--- src/rtl/div_sequencer.sv ---
// Iterative radix-2 restoring divider for RV32M DIV/DIVU/REM/REMU.
// Produces one quotient bit per cycle, with single-cycle fast paths for divide-by-zero and signed overflow.
module div_sequencer #(
  parameter int XLEN  = 32,
  parameter int CNT_W = 5
) (
  input  logic            clk_i,
  input  logic            rst_ni,
  input  logic            start_i,
  input  logic [2:0]      funct3_i,
  input  logic [XLEN-1:0] src_a_i,
  input  logic [XLEN-1:0] src_b_i,
  input  logic            kill_i,
  output logic            busy_o,
  output logic            done_o,
  output logic [XLEN-1:0] result_o
);

  localparam logic [1:0] S_IDLE = 2'd0;
  localparam logic [1:0] S_CALC = 2'd1;
  localparam logic [1:0] S_DONE = 2'd2;

  localparam logic [XLEN-1:0] ALL_ONES = {XLEN{1'b1}};
  localparam logic [XLEN-1:0] MIN_NEG  = {1'b1, {(XLEN-1){1'b0}}};
  localparam logic [XLEN-1:0] ZERO     = {XLEN{1'b0}};

  logic [1:0]      state_q,  state_d;
  logic [CNT_W-1:0] cnt_q,   cnt_d;
  logic [XLEN-1:0] rem_q,    rem_d;
  logic [XLEN-1:0] quo_q,    quo_d;
  logic [XLEN-1:0] dvs_q,    dvs_d;
  logic            neg_q,    neg_d;
  logic            is_rem_q, is_rem_d;
  logic [XLEN-1:0] result_q, result_d;
  logic            done_q,   done_d;
  logic            busy_q,   busy_d;

  logic            signed_op_s;
  logic            sign_a_s;
  logic            sign_b_s;
  logic [XLEN-1:0] mag_a_s;
  logic [XLEN-1:0] mag_b_s;
  logic            div_zero_s;
  logic            overflow_s;
  logic [XLEN-1:0] fast_res_s;
  logic            accept_s;

  logic [XLEN:0]   rem_wide_s;
  logic [XLEN+1:0] trial_s;
  logic            ge_s;
  logic [XLEN-1:0] rem_next_s;
  logic [XLEN-1:0] quo_next_s;
  logic [XLEN-1:0] sel_s;
  logic [XLEN-1:0] final_s;

  // Operand conditioning: magnitudes, sign flags and corner-case detection at accept time.
  always_comb begin
    signed_op_s = ~funct3_i[0];
    sign_a_s    = signed_op_s & src_a_i[XLEN-1];
    sign_b_s    = signed_op_s & src_b_i[XLEN-1];
    mag_a_s     = sign_a_s ? (ZERO - src_a_i) : src_a_i;
    mag_b_s     = sign_b_s ? (ZERO - src_b_i) : src_b_i;
    div_zero_s  = (src_b_i == ZERO);
    overflow_s  = signed_op_s & (src_a_i == MIN_NEG) & (src_b_i == ALL_ONES);
    accept_s    = start_i & ~kill_i & funct3_i[2];
    if (div_zero_s) begin
      fast_res_s = funct3_i[1] ? src_a_i : ALL_ONES;
    end else begin
      fast_res_s = funct3_i[1] ? ZERO : MIN_NEG;
    end
  end

  // One restoring step; the extra top bit keeps the shifted remainder and the trial sign exact.
  always_comb begin
    rem_wide_s = {rem_q, quo_q[XLEN-1]};
    trial_s    = {1'b0, rem_wide_s} - {2'b00, dvs_q};
    ge_s       = ~trial_s[XLEN+1];
    if (ge_s) begin
      rem_next_s = trial_s[XLEN-1:0];
    end else begin
      rem_next_s = rem_wide_s[XLEN-1:0];
    end
    quo_next_s = {quo_q[XLEN-2:0], ge_s};
    sel_s      = is_rem_q ? rem_next_s : quo_next_s;
    final_s    = neg_q ? (ZERO - sel_s) : sel_s;
  end

  // Next-state logic for the IDLE/CALC/DONE sequencer; kill_i overrides every transition.
  always_comb begin
    state_d  = state_q;
    cnt_d    = cnt_q;
    rem_d    = rem_q;
    quo_d    = quo_q;
    dvs_d    = dvs_q;
    neg_d    = neg_q;
    is_rem_d = is_rem_q;
    result_d = result_q;
    done_d   = 1'b0;
    case (state_q)
      S_IDLE: begin
        if (accept_s) begin
          is_rem_d = funct3_i[1];
          neg_d    = funct3_i[1] ? sign_a_s : (sign_a_s ^ sign_b_s);
          rem_d    = ZERO;
          quo_d    = mag_a_s;
          dvs_d    = mag_b_s;
          if (div_zero_s || overflow_s) begin
            result_d = fast_res_s;
            done_d   = 1'b1;
            state_d  = S_DONE;
          end else begin
            cnt_d    = CNT_W'(XLEN - 1);
            state_d  = S_CALC;
          end
        end else begin
          state_d = S_IDLE;
        end
      end
      S_CALC: begin
        if (kill_i) begin
          state_d = S_IDLE;
        end else begin
          rem_d = rem_next_s;
          quo_d = quo_next_s;
          cnt_d = cnt_q - {{(CNT_W-1){1'b0}}, 1'b1};
          if (cnt_q == {CNT_W{1'b0}}) begin
            result_d = final_s;
            done_d   = 1'b1;
            state_d  = S_DONE;
          end else begin
            state_d  = S_CALC;
          end
        end
      end
      S_DONE: begin
        state_d = S_IDLE;
      end
      default: begin
        state_d = S_IDLE;
      end
    endcase
    busy_d = (state_d != S_IDLE);
  end

  // State and output registers with synchronous active-low reset.
  always_ff @(posedge clk_i) begin
    if (!rst_ni) begin
      state_q  <= S_IDLE;
      cnt_q    <= {CNT_W{1'b0}};
      rem_q    <= ZERO;
      quo_q    <= ZERO;
      dvs_q    <= ZERO;
      neg_q    <= 1'b0;
      is_rem_q <= 1'b0;
      result_q <= ZERO;
      done_q   <= 1'b0;
      busy_q   <= 1'b0;
    end else begin
      state_q  <= state_d;
      cnt_q    <= cnt_d;
      rem_q    <= rem_d;
      quo_q    <= quo_d;
      dvs_q    <= dvs_d;
      neg_q    <= neg_d;
      is_rem_q <= is_rem_d;
      result_q <= result_d;
      done_q   <= done_d;
      busy_q   <= busy_d;
    end
  end

  assign busy_o   = busy_q;
  assign done_o   = done_q;
  assign result_o = result_q;

endmodule

--- config.mk ---
export PLATFORM = sky130hd
export DESIGN_NAME = div_sequencer
export DESIGN_NICKNAME = d
export VERILOG_FILES = /design/src/rtl/div_sequencer.sv
export SDC_FILE = /design/constraint.sdc
export NUM_CORES = 1
export LEC_CHECK = 0
export CAP_MARGIN = 20
export CORE_MARGIN = 5
export CORE_UTILIZATION = 55
export DETAILED_ROUTE_END_ITERATION = 16
export GPL_ROUTABILITY_DRIVEN = 0
export PLACE_DENSITY = 0.76
export SYNTH_ARGS = -nofsm -noshare
export SYNTH_HDL_FRONTEND = slang
export SYNTH_SLANG_ARGS = --single-unit
--- constraint.sdc ---
create_clock -name clk_i -period 11.85 [get_ports clk_i]
set_clock_uncertainty 0.1 [all_clocks]
set_input_delay 1.7775 -clock clk_i [delete_from_list [all_inputs] [get_ports clk_i]]
set_output_delay 1.7775 -clock clk_i [all_outputs]
set_load 0.01 [all_outputs]
==> results of run 1 <==
logic make-up (layout without fill, tap and decap cells):
kind of cell,count (synthesis),count (layout)
compound gates,520,520
simple gates,513,513
buf+inv,186,241
flops,138,138
xor+xnor,93,93
fa+ha+maj,38,38
mux,23,23
synth_stat cells, types with 4 or more instances:
library cell	instances
o31a_1	4
xnor2_1	68
o21a_1	12
a211o_1	4
dfxtp_1	138
ha_1	37
and3_1	15
or4_1	5
o22ai_1	5
o211a_1	37
nor3b_1	4
o211ai_1	22
nand2_1	159
nor4_1	9
buf_2	13
a21o_1	12
mux2_2	7
mux2i_1	15
a221oi_1	31
a22oi_1	11
a21boi_0	11
o31ai_1	14
nor2_1	86
nand4_1	12
nand3_1	26
xor2_1	25
o21ai_0	117
buf_6	4
inv_1	90
o41ai_1	4
a21oi_1	141
nand2b_1	17
a31oi_1	35
and2_1	26
a211oi_1	14
nor2b_1	56
o21ai_1	6
or2_2	8
o221ai_1	4
nor3_1	43
clkbuf_1	70
or3_1	17
critical path: stages:
cell and delay [ns]:
clkdlybuf4s50_1 0.48, or4_4 0.61, nor4_4 0.20, nor4b_4 0.37
and2_4 0.24, nand3_4 0.12, nor3_4 0.47, nor2_2 0.12
a221oi_4 0.22, buf_4 0.54, mux2_2 0.40, a31oi_1 0.14
nor2b_1 0.06
layer usage:
layer	GRT usage (%)	vias to the layer above
li1	-	5566
met3	6.02	116
met2	47.3	466
met5	0	-
met1	35.1	5492
met4	13.4	0
power groups by stage:
stage | sequential, mW | combinational [mW] | clock (mW)
3_3_place_gp | 0.499 | 0.349 | 0
4_1_cts | 0.490 | 0.356 | 0.530
5_1_grt | 0.492 | 0.396 | 0.550
6_report | 0.490 | 0.362 | 0.527
3_5_place_dp | 0.500 | 0.353 | 0
2_1_floorplan | 0.497 | 0.253 | 0
per-stage QoR:
| step | cell area [sq um] | hold WS [ns] | utilization (%) | setup slack, ns |
|---|---|---|---|---|
| CTS | 12900 | 0.387 | 63.9 | 6.37 |
| floorplan | 11200 | 0.341 | - | 7.24 |
| finish | 12900 | 0.381 | 63.9 | 6.30 |
| global placement | 12300 | 0.362 | 61.0 | 6.05 |
| global route | 12900 | 0.407 | 63.9 | 6.07 |
| detailed placement | 12300 | 0.380 | 61.0 | 5.92 |
sequential cells by signal, summed over array words and instances, names as in the netlist:
register and cells:
busy_o 1, cnt_q 5, dvs_q 32, is_rem_q 1, neg_q 1, quo_q 32, rem_q 32, result_o 32
state_q 2
layout make-up:
class | count | share of cell area [%]
Clock buffer | 18 | 3.41
Clock inverter | 12 | 0.981
Inverter | 93 | 2.71
Multi-Input combinational cell | 1187 | 59.9
Sequential cell | 138 | 21.5
Tap cell | 270 | 2.62
Timing Repair Buffer | 118 | 8.88
worst min-delay path by stage:
stage | from | endpoint | slack, ns | depth (start not counted)
final | cnt_q[1]$_SDFFE_PN0P_ | cnt_q[1]$_SDFFE_PN0P_ | 0.38 | 2
after global routing | dvs_q[16]$_SDFFE_PN0P_ | dvs_q[16]$_SDFFE_PN0P_ | 0.41 | 1
after CTS | cnt_q[1]$_SDFFE_PN0P_ | cnt_q[1]$_SDFFE_PN0P_ | 0.39 | 2
after detailed placement | cnt_q[1]$_SDFFE_PN0P_ | cnt_q[1]$_SDFFE_PN0P_ | 0.38 | 2
after global placement | cnt_q[1]$_SDFFE_PN0P_ | cnt_q[1]$_SDFFE_PN0P_ | 0.36 | 2
after floorplan | dvs_q[31]$_SDFFE_PN0P_ | dvs_q[31]$_SDFFE_PN0P_ | 0.34 | 2
==> flow_summary_export.csv, run 1 <==
group,metric,value,unit
power_and_ir_drop,p_int,930,uW
power_and_ir_drop,peakVddDrop,0.0879,mV
route,wl_met1,14100,um
clocking,clk_latency,0.43,ns
finish,finalNonFillerCells,1836,
yosys,ys_seq_area_share,24.6,%
yosys,syn_inst,1511,
die,die_w,153,um
hold_path,hp-class,"flip-flop to flip-flop",
yosys,synth_top_area_share,24.6,%
sta,setup_viol,0,
yosys,synth_top_family_by_area,"compound AO/OA/AOI/OAI gates",
setup_path,timing.rr.start,"rem_q[23]$_SDFFE_PN0P_",
clocking,cts_resized,0,
route,drt.antenna.violating_nets,0,
clocking,cts_hold_buf,0,
sta,setup_tns,0,ns
route,dr_wl_met3,2260,um
finish,num_antenna_cells,0,
finish,layout_commonest_cell,"nand2_1",
global_routing,gr-total-overflow,0,
finish,final_nets,1664,
global_routing,grt_pass1_wl,55300,um
global_routing,antenna_found_initial,0,
place,io_buffers,104,
setup_path,cp.arrival,5.77,ns
setup_path,path_class,"input pin to flip-flop",
yosys,avgSynthCellArea,7.42,sq um
setup_path,r2r_cells,18,
route,drcViolationCount,0,
route,route.met2.wl,16300,um
sta,slew_headroom,27.1,%
die,core,20200,sq um
run_status,outcome,"finished, final reports clean",
sta,post-route-period-util,46.8,%
yosys,ys_types,93,
clocking,cts_buffers,17,
yosys,synth_seq_cells,138,
yosys,yosys.area_share.simple,23.7,%
clocking,cts-root-buf,"clkbuf_16",
yosys,netlist_top_cells_area,"dfxtp_1 (25%), a21oi_1 (6.3%), nand2_1 (5.3%)",
power_and_ir_drop,p_seq_share,35.5,%
yosys,synth_edf_count,0,
global_routing,first_global_vias,11000,
clocking,cts_max_level,4,
die,die_area,23300,sq um
route,wl,34400,um
power_and_ir_drop,power.switching,449,uW
sta,tightestPinTransition,1.09,ns
sta,hold_viol,0,
sta,finalMaxSlewViolations,0,
setup_path,timing.rr.end,"result_o[12]$_SDFFE_PN0P_",
place,hpwl,25000,um
route,highest_layer,"met4",
setup_path,r2r_setup_slack,6.71,ns
yosys,syn-cell-area,11200,sq um
die,die_y,153,um
clocking,post-cts-setup-buffer-count,0,
power_and_ir_drop,power.leakage,5.00,nW
setup_path,cp-startpoint,"src_b_i[6]",
setup_path,end_kind,"flip-flop",
die,initial_utilization,55.6,%
finish,multi_input_area,7720,sq um
route,vias_per_cell,6.34,
global_routing,grt_usage,28.4,%
power_and_ir_drop,power.total,1.38,mW
yosys,yosys.area.top_type,"dfxtp_1",
clocking,cts_tree,"built",
clocking,clock_sinks,138,
job,cap_viol_max_count,0,
setup_path,critPathLaunchType,"input pin",
sta,timing.fmax,0.180,GHz
route,drt_iter0_drc,961,
yosys,yosys_warnings,0,
clocking,clkTransAtPathRegs,0.06,ns
yosys,synth_nets,1620,
finish,layout_common_cells,"nand2_1 (159), a21oi_1 (141), dfxtp_1 (137), o21ai_0 (117), clkdlybuf4s50_1 (103)",
finish,final-seq-area,2760,sq um
sta,period_minus_slack,5.55,ns
route,vias,11600,
route,drt_first_pass_iters,5,
route,wl_per_cell,18.7,um
finish,fillCellCount,1820,
power_and_ir_drop,p_clk_share,38.2,%
setup_path,crit_end,"result_o[13]$_SDFFE_PN0P_",
finish,drive_gt1_share,6.58,%
power_and_ir_drop,switching_share,32.5,%
yosys,ys_async_sr_fraction,0,%
finish,syn2layout_area_growth,14.8,%
sta,rsz0062_at_grt,"false",
power_and_ir_drop,p_comb_share,26.3,%
yosys,synth_compound_area_share,31.2,%
setup_path,cp_data_required_time,12.07,ns
setup_path,worstPathMaxFanout,62,
die,std_cell_rows,52,
yosys,synth_fa_ha_area_share,4.31,%
power_and_ir_drop,p_per_area,107,nW/um^2
global_routing,grt_max_degree,93,
yosys,synth_flop_cell,"dfxtp_1",
clocking,cts_buffer_depth,2,
place,place_inst,1806,
yosys,synthMuxAreaShare,2.14,%
yosys,synthXorXnorAreaFrac,7.26,%
die,io_pins,105,
Note: power is estimated with default switching activity, not from simulation.
==> run 2, diff against run 1 <==
- clock period: 11.85 -> 5.5 ns (I/O delays scaled with it)
==> run 2 against run 1 <==
Effect of this change: design area up 0.77%; clock power up 130%; register-to-register slack worse by 6.0 ns; sequential power up 120%; first-iteration DRC count up 27%; final cell count up 0.49%; critical path depth up 5; highest routed layer unchanged.
==> flow_summary_export.csv, run 2 (same netlist as run 1, synthesis figures left out) <==
group,metric,value,unit
power_and_ir_drop,p_per_area,235,nW/um^2
setup_path,cp_data_required_time,5.73,ns
run_status,outcome,"finished, final reports clean",
setup_path,path_class,"flip-flop to flip-flop",
route,wl,35000,um
place,dp_worst_setup_slack,0.668,ns
route,wl_per_cell,19.0,um
setup_path,worstPathMaxFanout,11,
power_and_ir_drop,p_comb_share,26.0,%
route,drcViolationCount,0,
place,post_dp_cell_area,12400,sq um
global_routing,grt_pass1_wl,56700,um
finish,num_antenna_cells,0,
die,io_pins,105,
global_routing,first_global_vias,11200,
die,initial_utilization,55.6,%
place,io_buffers,104,
power_and_ir_drop,power.switching,994,uW
route,drt_iter0_drc,1217,
finish,final_area,13000,sq um
die,die_area,23300,sq um
clocking,clock_sinks,138,
power_and_ir_drop,p_clk_share,39.3,%
die,die_w,153,um
global_routing,gr-total-overflow,0,
sta,post-route-period-util,87.5,%
finish,layout_commonest_cell,"nand2_1",
clocking,clkTransAtPathRegs,0.07,ns
sta,period_minus_slack,4.81,ns
clocking,cts_buffers,17,
sta,timing.fmax,0.208,GHz
die,die_y,153,um
setup_path,critPathLaunchType,"flip-flop",
power_and_ir_drop,peakVddDrop,0.189,mV
clocking,cts-root-buf,"clkbuf_16",
power_and_ir_drop,power.leakage,5.05,nW
job,cap_viol_max_count,0,
setup_path,cp.arrival,5.04,ns
sta,setup_ws,0.689,ns
global_routing,grt_max_degree,93,
route,vias,11700,
finish,final_nets,1671,
power_and_ir_drop,power.total,3.05,mW
global_routing,antenna_found_initial,0,
sta,rsz0062_at_grt,"false",
clocking,cts_resized,0,
clocking,cts_max_level,4,
sta,finalMaxSlewViolations,0,
power_and_ir_drop,switching_share,32.6,%
power_and_ir_drop,p_seq_share,34.7,%
hold_path,hp-class,"flip-flop to flip-flop",
global_routing,grt_usage,29.1,%
sta,setup_viol,0,
place,hpwl,25300,um
finish,drive_gt1_share,7.05,%
sta,setup_tns,0,ns
clocking,cts_hold_buf,0,
clocking,cts_buffer_depth,2,
sta,hold_viol,0,
finish,layout_common_cells,"nand2_1 (159), a21oi_1 (141), dfxtp_1 (137), o21ai_0 (117), clkdlybuf4s50_1 (103)",
die,std_cell_rows,52,
power_and_ir_drop,p_int,2.05,mW
route,drt_first_pass_iters,6,
setup_path,r2r_setup_slack,0.69,ns
finish,syn2layout_area_growth,15.7,%
setup_path,end_kind,"flip-flop",
finish,fillCellCount,1822,
sta,tightestPinTransition,1.00,ns
route,drt.antenna.violating_nets,0,
clocking,post-cts-setup-buffer-count,0,
die,core,20200,sq um
sta,slew_headroom,32.9,%
clocking,cts_tree,"built",
clocking,clk_latency,0.44,ns
sta,hold_ws,0.374,ns
route,vias_per_cell,6.36,
## run 2: cell types whose count changed in the layout (fill, tap and decap cells not counted), sizes merged
cell,delta
clkbuf,+4
clkinv,-3
clkinvlp,+1
buf,+7
## run 2: metal layers
layer / global-route usage [%] / wire length [um] / vias up
li1: - / - / 5587
met5: 0 / 0 / -
met1: 37.0 / 14300 / 5551
met2: 49.7 / 16800 / 482
met4: 10.9 / 1370 / 0
met3: 4.77 / 2510 / 120
## run 2: worst paths after layout
path / startpoint / endpoint / cells past startpoint
worst max register to register: dvs_q[31]$_SDFFE_PN0P_ / result_o[16]$_SDFFE_PN0P_ / 18
worst max-delay path: dvs_q[31]$_SDFFE_PN0P_ / result_o[16]$_SDFFE_PN0P_ / 18
worst min-delay path: dvs_q[31]$_SDFFE_PN0P_ / dvs_q[31]$_SDFFE_PN0P_ / 2
worst min register to register: dvs_q[31]$_SDFFE_PN0P_ / dvs_q[31]$_SDFFE_PN0P_ / 2
## run 2: final cells by class
cell class | count | area (sq um) | share of cell area [%]
sequential | 138 | 2760 | 21.3
multi-input combinational | 1187 | 7720 | 59.5
tap | 270 | 338 | 2.60
clock inverter | 10 | 115 | 0.887
clock buffer | 22 | 484 | 3.73
timing repair buffer | 125 | 1210 | 9.31
inverter | 93 | 349 | 2.69
## run 2: per-stage QoR
step	utilization [%]	std cells
3_5_place_dp	61.4	1813
2_1_floorplan	-	1511
6_report	64.3	1845
5_1_grt	64.3	1845
4_1_cts	64.3	1845
3_3_place_gp	61.4	1813
## run 2: power by group through the flow
stage                     sequential [mW]  clock [mW]  combinational (mW)
after floorplan                      1.07           0               0.544
after global placement               1.08           0               0.758
after detailed placement             1.08           0               0.768
after CTS                            1.06        1.19               0.776
after global routing                 1.06        1.23               0.864
final                                1.06        1.20               0.792
## run 2: worst max-delay path, stage by stage, from the launching register on
cell	delay, ns
dfxtp_1	0.33
inv_1	0.05
ha_1	0.35
nand4b_1	0.25
nor3_1	0.42
o2111ai_1	0.32
a31o_4	0.33
nand2_2	0.20
a21oi_1	0.14
mux2_2	0.29
inv_1	0.07
ha_1	0.16
o211ai_1	0.13
nand4bb_1	0.49
or2_2	0.45
o21ai_1	0.15
xor2_1	0.21
o211ai_1	0.10
o211a_1	0.15
